`src/rtl/wave_pkg.sv`:
```
// Shared constants for the wave_voice oscillator and the per-voice register file.
// Holds the waveform-select bit positions, the noise LFSR seed/taps and the silence code helper.
package wave_pkg;

    localparam int WSEL_SAWTOOTH = 0;
    localparam int WSEL_TRIANGLE = 1;
    localparam int WSEL_PULSE    = 2;
    localparam int WSEL_NOISE    = 3;
    localparam int WSEL_COUNT    = 4;

    // Seed is all ones with this many low zero bits; taps are offsets down from the top.
    localparam int LFSR_SEED_ZERO_BITS = 3;
    localparam int LFSR_TAP_HI         = 1;
    localparam int LFSR_TAP_LO         = 6;

    function automatic logic [31:0] midscale(input int bits);
        return 32'd1 << (bits - 1);
    endfunction

endpackage

```
`src/rtl/wave_lfsr.sv`:
```
// Noise LFSR: shifts left with feedback from two top taps when advanced, held at seed by reseed.
// State updates one cycle after advance_i/reseed_i; no backpressure.
module wave_lfsr #(
    parameter int LFSR_BITS = 23,
    parameter int OUT_BITS  = 12
) (
    input  logic                main_clk,
    input  logic                reset,
    input  logic                reseed_i,
    input  logic                advance_i,
    output logic [OUT_BITS-1:0] noise_o
);
    import wave_pkg::*;

    localparam logic [LFSR_BITS-1:0] SEED =
        {{(LFSR_BITS - LFSR_SEED_ZERO_BITS){1'b1}}, {LFSR_SEED_ZERO_BITS{1'b0}}};

    logic [LFSR_BITS-1:0] lfsr_q;
    logic [LFSR_BITS-1:0] lfsr_d;

    always_comb begin
        lfsr_d = lfsr_q;
        if (reseed_i) begin
            lfsr_d = SEED;
        end else if (advance_i) begin
            lfsr_d = {lfsr_q[LFSR_BITS-2:0],
                      lfsr_q[LFSR_BITS-LFSR_TAP_HI] ^ lfsr_q[LFSR_BITS-LFSR_TAP_LO]};
        end
    end

    always_ff @(posedge main_clk) begin
        if (reset) begin
            lfsr_q <= SEED;
        end else begin
            lfsr_q <= lfsr_d;
        end
    end

    assign noise_o = lfsr_q[LFSR_BITS-1 -: OUT_BITS];

endmodule

```
`src/rtl/wave_voice.sv`:
```
// Oscillator voice: phase accumulator feeding AND-combined saw/triangle/pulse/noise, with sync and ring mod.
// Sample register updates one cycle after sample_en; free-running, no backpressure.
module wave_voice #(
    parameter int FREQ_BITS        = 16,
    parameter int PULSEWIDTH_BITS  = 12,
    parameter int OUTPUT_BITS      = 12,
    parameter int ACCUMULATOR_BITS = 24,
    parameter int NOISE_TAP_BIT    = 19,
    parameter int LFSR_BITS        = 23
) (
    input  logic                          main_clk,
    input  logic                          reset,
    input  logic [FREQ_BITS-1:0]          tone_freq,
    input  logic [PULSEWIDTH_BITS-1:0]    pulse_width,
    input  logic                          sample_en,
    input  logic                          test,
    input  logic                          en_sawtooth,
    input  logic                          en_triangle,
    input  logic                          en_pulse,
    input  logic                          en_noise,
    input  logic                          en_sync,
    input  logic                          sync_source,
    input  logic                          en_ringmod,
    input  logic                          ringmod_source,
    output logic signed [OUTPUT_BITS-1:0] out,
    output logic                          out_valid,
    output logic                          accumulator_msb,
    output logic                          sync_trigger_out
);
    import wave_pkg::*;

    localparam int MSB = ACCUMULATOR_BITS - 1;
    localparam logic [OUTPUT_BITS-1:0] MIDSCALE = OUTPUT_BITS'(midscale(OUTPUT_BITS));

    logic [MSB:0]             acc_q;
    logic [MSB:0]             acc_d;
    logic                     prev_msb_q;
    logic                     prev_tap_q;
    logic [OUTPUT_BITS-1:0]   out_q;
    logic                     out_valid_q;

    logic [WSEL_COUNT-1:0]    wsel;
    logic [OUTPUT_BITS-1:0]   saw_wave;
    logic [OUTPUT_BITS-1:0]   tri_base;
    logic [OUTPUT_BITS-1:0]   tri_wave;
    logic [OUTPUT_BITS-1:0]   pulse_wave;
    logic [OUTPUT_BITS-1:0]   noise_wave;
    logic [OUTPUT_BITS-1:0]   raw;
    logic                     pulse_hi;

    assign wsel[WSEL_SAWTOOTH] = en_sawtooth;
    assign wsel[WSEL_TRIANGLE] = en_triangle;
    assign wsel[WSEL_PULSE]    = en_pulse;
    assign wsel[WSEL_NOISE]    = en_noise;

    // Test and hard sync both clear the phase; sync beats a simultaneous wrap.
    always_comb begin
        acc_d = acc_q + {{(ACCUMULATOR_BITS - FREQ_BITS){1'b0}}, tone_freq};
        if (test || (en_sync && sync_source)) begin
            acc_d = '0;
        end
    end

    wave_lfsr #(
        .LFSR_BITS (LFSR_BITS),
        .OUT_BITS  (OUTPUT_BITS)
    ) u_lfsr (
        .main_clk  (main_clk),
        .reset     (reset),
        .reseed_i  (test),
        .advance_i (acc_q[NOISE_TAP_BIT] & ~prev_tap_q),
        .noise_o   (noise_wave)
    );

    assign saw_wave   = acc_q[MSB -: OUTPUT_BITS];
    assign tri_base   = acc_q[MSB-1 -: OUTPUT_BITS];
    assign tri_wave   = (acc_q[MSB] ^ (en_ringmod & ringmod_source)) ? ~tri_base : tri_base;
    assign pulse_hi   = test || (acc_q[MSB -: PULSEWIDTH_BITS] >= pulse_width);
    assign pulse_wave = {OUTPUT_BITS{pulse_hi}};

    always_comb begin
        raw = '1;
        if (wsel[WSEL_SAWTOOTH]) raw = raw & saw_wave;
        if (wsel[WSEL_TRIANGLE]) raw = raw & tri_wave;
        if (wsel[WSEL_PULSE])    raw = raw & pulse_wave;
        if (wsel[WSEL_NOISE])    raw = raw & noise_wave;
        if (wsel == '0)          raw = MIDSCALE;
    end

    always_ff @(posedge main_clk) begin
        if (reset) begin
            acc_q       <= '0;
            prev_msb_q  <= 1'b0;
            prev_tap_q  <= 1'b0;
            out_q       <= '0;
            out_valid_q <= 1'b0;
        end else begin
            acc_q       <= acc_d;
            prev_msb_q  <= acc_q[MSB];
            prev_tap_q  <= acc_q[NOISE_TAP_BIT];
            out_valid_q <= sample_en;
            if (sample_en) begin
                out_q <= raw ^ MIDSCALE;
            end
        end
    end

    assign out              = out_q;
    assign out_valid        = out_valid_q;
    assign accumulator_msb  = acc_q[MSB];
    assign sync_trigger_out = acc_q[MSB] & ~prev_msb_q;

endmodule

```
`config.mk`:
```
export PLATFORM = sky130hd
export DESIGN_NAME = wave_voice
export DESIGN_NICKNAME = d
export VERILOG_FILES = /design/src/rtl/wave_pkg.sv /design/src/rtl/wave_lfsr.sv /design/src/rtl/wave_voice.sv
export SDC_FILE = /design/constraint.sdc
export NUM_CORES = 1
export LEC_CHECK = 0
export CORE_ASPECT_RATIO = 0.7
export CORE_UTILIZATION = 45
export DETAILED_ROUTE_END_ITERATION = 7
export PLACE_DENSITY = 0.73
export SLEW_MARGIN = 15
export SYNTH_ARGS = -nofsm -noshare
export SYNTH_HDL_FRONTEND = slang
export SYNTH_HIERARCHICAL = 1
export SYNTH_SLANG_ARGS = --single-unit
```
`constraint.sdc`:
```
create_clock -name main_clk -period 4.2 [get_ports main_clk]
set_input_delay 0.84 -clock main_clk [delete_from_list [all_inputs] [get_ports main_clk]]
set_output_delay 0.84 -clock main_clk [all_outputs]
set_load 0.01 [all_outputs]
```
# --- After elaboration in Yosys (flattened, before gate mapping) ---
# Cells that the tools add are included.
word_totals:
  ff_bits: 62
  output_inout_bits: 15
op_classes:
  addsub: 1
  n_lt_le_gt_ge: 1
  mux: 6
  bitwise: 12
  reduce_logical: 6
ops:
  columns: ["operator", "n"]
  rows:
  - ["$mux W12", 6]
  - ["$and A12 B12 Y12", 3]
  - ["$add A24 B16 Y24", 1]
  - ["$ge A12 B12 Y1", 1]
  - ["$not A12 Y12", 1]
  - ["$logic_not A4 Y1", 1]
  - ["$reduce_or A2 Y1", 2]
  - ["$and A1 B1 Y1", 3]
  - ["$not A1 Y1", 3]
  - ["$logic_or A1 B1 Y1", 2]
  - ["$xor A1 B1 Y1", 2]
  - ["$logic_and A1 B1 Y1", 1]

# --- Logic depth before layout (Yosys ltp) ---
depth:
  depth_word: 11
  mapped_depth: 9

# --- Cells and area by module ---
# The synthesis kept the hierarchy.
by_module_without_submodules:
  columns: ["module", "n_inst", "cells_per_inst", "area_each_um2"]
  rows:
  - ["wave_voice", 1, 352, 2869.0]
  - ["wave_lfsr", 1, 88, 922.1]

# --- Worst setup path before layout ---
# Ideal clock, no wire load.
synth_path:
  path_kind: "in2reg"
  startpoint: "input port tone_freq[6]"
  endpoint: "register acc_q[19]"
  arrival_ns: 2.545
  slack_ns: 1.532
  cell_stages: 8
  n_path_buf: 1
  path_cell_list: "ha_1 > buf_6 > a211oi_2 > o22ai_2 > a2111oi_4 > nand2_1 > a31oi_1 > mux2_1"
synth_between:
  elab_chain_len: 1
synth_lines:
  columns: ["element", "line", "source"]
  rows:
  - ["start, declared", "wave_voice.sv:13", "input logic [FREQ_BITS-1:0] tone_freq,"]
  - ["$add A24 B16 Y24", "wave_voice.sv:58", "acc_d = acc_q + {{(ACCUMULATOR_BITS - FREQ_BITS){1'b0}}, tone_freq};"]
  - ["end signal, assigned", "wave_voice.sv:92", "acc_q <= '0;"]
  - ["end signal, assigned", "wave_voice.sv:98", "acc_q <= acc_d;"]
  - ["end, declared", "wave_voice.sv:35", "logic [MSB:0] acc_q;"]
# No other way between the ends.
# A chain may end at the register's enable or synchronous reset.

# --- Final worst setup path ---
layout_path:
  startpoint: "input port tone_freq[7]"
  endpoint: "register acc_q[19]"
# The elaborated chain is that of the path after synthesis.

==> results.yml <==
status:
  status: "finished with violations"
  violations: "design-rule violations"
timing:
  slew_viol_final: 0
  maxSlewHeadroom: 0.473
  hold_violations: 0
  clock_skew_ns: 0.00315
  post-route-period-util: 0.696
  setup-violations-final: 0
  rsz0062_at_grt: "no"
  max_slew.worst_pin.slew_ns: 0.785
  tns_ns: 0
  holdWs_ns: 0.472
  clock.fmax_mhz: 342
  min_period_ns: 2.92
global_routing:
  groute.usage.overall: 0.213
  overflow: 0
  grt_pass1_vias: 3064
  grt_max_degree: 25
  grt_pass1_wl_um: 14800
  grt_antenna_before_repair: 0
detailed_routing:
  route.detailed.drc: 4
  vias_per_cell: 5.69
  vias: 3312
  wire_per_inst_um: 15.2
  wirelength_um: 8860
  ant_nets: 0
  drt-initial-drc-count: 169
  dr.pass1.iters: 7
cts:
  cts_resized: 0
  cts_tree: "done"
  clkLatencyLatePin_ns: 0.32
  clk_pin_slew_ns: 0.05
  cts_buffers: 9
  clockBufferDepth: 2
  htreeDepth: 3
  post_cts_buffers: 0
  clock_sinks: 62
  ctsRootBufferMaster: "clkbuf_16"
  cts_hold_buf: 0
logic_synthesis:
  synth_edf_count: 0
  synth_seq_area_share: 0.327
  ys_ff_latch: 62
  ys.flop_type: "dfxtp_1"
  netlist_top_cells_area: "dfxtp_1 (33%), ha_1 (9.2%), mux2i_1 (6.3%)"
  synth_area_um2: 3790
  synth.most_common_cell: "dfxtp_1"
  syn_avg_cell_area_um2: 8.62
  ys_types: 58
  synth_common_cells: "dfxtp_1 (62), nand2_1 (38), nor2_1 (34)"
  synth_cells: 440
  synth_top_area_cell: "dfxtp_1"
  syn-num-nets: 509
  synth_top_area_share: 0.327
  postSynth.asyncResetShare: 0
  yosysWarnings: 6
power_and_ir_drop:
  p_comb_frac: 0.161
  total_leakage_power_nw: 1.79
  pwr-share-clk: 0.458
  p_int_w: 0.00122
  power_density_nw_per_um2: 355
  pwr-share-seq: 0.381
  switching_share: 0.248
  irDropWorstVdd_uv: 219
  p_sw_w: 0.000403
floorplan:
  coreArea_um2: 8010
  die_w_um: 112
  fp.dieH_um: 78.8
  rows: 27
  die_area_um2: 8800
  start_util: 0.474
  ios: 55
layout:
  synthToLayoutAreaGrowth_pct: 20.6
  nets: 545
  fin_util: 0.571
  drive_gt1_frac: 0.0686
  final_cells: 582
  fillCellCount: 723
  diodes: 0
  design_area_um2: 4570
placed_design:
  place_congestion: 0.825
  placedCellCount: 566
  dp_hpwl_um: 6710
  port_buffers: 54
  postPlaceCellArea_um2: 4270
setup_path:
  critPathMaxFanout: 7
  crit_required_ns: 4.41
  critPathLaunchType: "input pin"
  cp_data_arrival_time_ns: 3.13
  cp-end-kind: "flop"
  critPathKind: "input pin to flop"
worst_hold_path:
  hp-class: "flop to flop"
run:
  maxCapViolations: 0
## critical path, cell delays in order
cell,delay (ns)
clkdlybuf4s50_1,0.40
ha_1,0.39
o21ai_0,0.25
o22ai_2,0.14
a2111oi_4,0.41
nand2_1,0.18
a31oi_1,0.18
mux2_1,0.33
## per-layer routing
layer | wire [um] | part of all wire | GRT usage
met3 | 715 | 0.081 | 0.0504
met2 | 3580 | 0.40 | 0.314
met1 | 4460 | 0.50 | 0.305
met4 | 107 | 0.012 | 0.0608
met5 | 0 | 0 | 0
## worst paths after layout
| kind | from | to | slack (ns) | cells past startpoint |
|---|---|---|---|---|
| worst max-delay path | tone_freq[7] | acc_q[19] | 1.28 | 8 |
| worst min-delay path | u_lfsr/lfsr_q[9] | u_lfsr/lfsr_q[9] | 0.47 | 2 |
| worst min register to register | u_lfsr/lfsr_q[9] | u_lfsr/lfsr_q[9] | 0.47 | 2 |
| worst max register to register | acc_q[12] | out[5] | 1.92 | 8 |
## registers in the layout, summed over array words and instances (netlist names)
signal and cells:
out 12, out_valid 1, acc_q 24, prev_tap_q 1
prev_msb_q 1, u_lfsr/lfsr_q 23
## layout by cell type (no fill, tap or decap), types with 3 or more instances in the layout
| cell | synthesis | final |
|---|---|---|
| dfxtp_1 | 62 | 62 |
| clkdlybuf4s50_1 | 0 | 54 |
| nand2_1 | 38 | 38 |
| nor2_1 | 34 | 33 |
| inv_1 | 29 | 29 |
| ha_1 | 28 | 28 |
| a21oi_1 | 27 | 27 |
| mux2i_1 | 24 | 24 |
| xnor2_1 | 15 | 15 |
| o21ai_0 | 14 | 14 |
| nand3_1 | 13 | 13 |
| nor3_1 | 12 | 12 |
| o22ai_1 | 12 | 12 |
| a22o_1 | 11 | 11 |
| clkbuf_16 | 0 | 9 |
| xor2_1 | 8 | 8 |
| nor2b_1 | 6 | 6 |
| a211oi_1 | 6 | 6 |
| nand4_1 | 6 | 6 |
| buf_4 | 13 | 5 |
| or3_1 | 4 | 4 |
| and3_1 | 4 | 4 |
| a31oi_1 | 4 | 4 |
| nand2b_1 | 3 | 3 |
| a21o_1 | 3 | 3 |
## cell type report
type | count | area [um^2] | share of cell area
Multi-Input combinational cell | 315 | 2210 | 0.484
Sequential cell | 62 | 1240 | 0.272
Timing Repair Buffer | 59 | 578 | 0.126
Clock buffer | 13 | 260 | 0.0569
Tap cell | 101 | 126 | 0.0276
Inverter | 29 | 109 | 0.0238
Clock inverter | 3 | 42.5 | 0.00931
## logic make-up (layout without fill, tap and decap cells)
group | after synthesis | count (layout) | share of synthesized area
adder cells (fa/ha/maj) | 29 | 29 | 0.0977
XOR/XNOR | 23 | 23 | 0.0531
AO/OA/AOI/OAI | 106 | 106 | 0.200
multiplexers | 26 | 26 | 0.0693
flip-flops | 62 | 62 | 0.327
buffers and inverters | 63 | 104 | 0.0894
AND/OR/NAND/NOR | 131 | 131 | 0.163
## power by group through the flow
stage	logic, W	registers (W)	clock network, W
3_5_place_dp	0.000256	0.000631	0
4_1_cts	0.000258	0.000619	0.000760
3_3_place_gp	0.000252	0.000630	0
2_1_floorplan	0.000168	0.000630	0
6_report	0.000261	0.000619	0.000745
5_1_grt	0.000287	0.000620	0.000788
## through the flow
step / total power [W] / setup slack (ns)
final: 0.00162 / 1.28
after global placement: 0.000882 / 1.05
after floorplan: 0.000798 / 1.53
after detailed placement: 0.000887 / 0.964
after CTS: 0.00164 / 1.28
after global routing: 0.00169 / 1.10
Note: power is estimated with default switching activity, not from simulation.
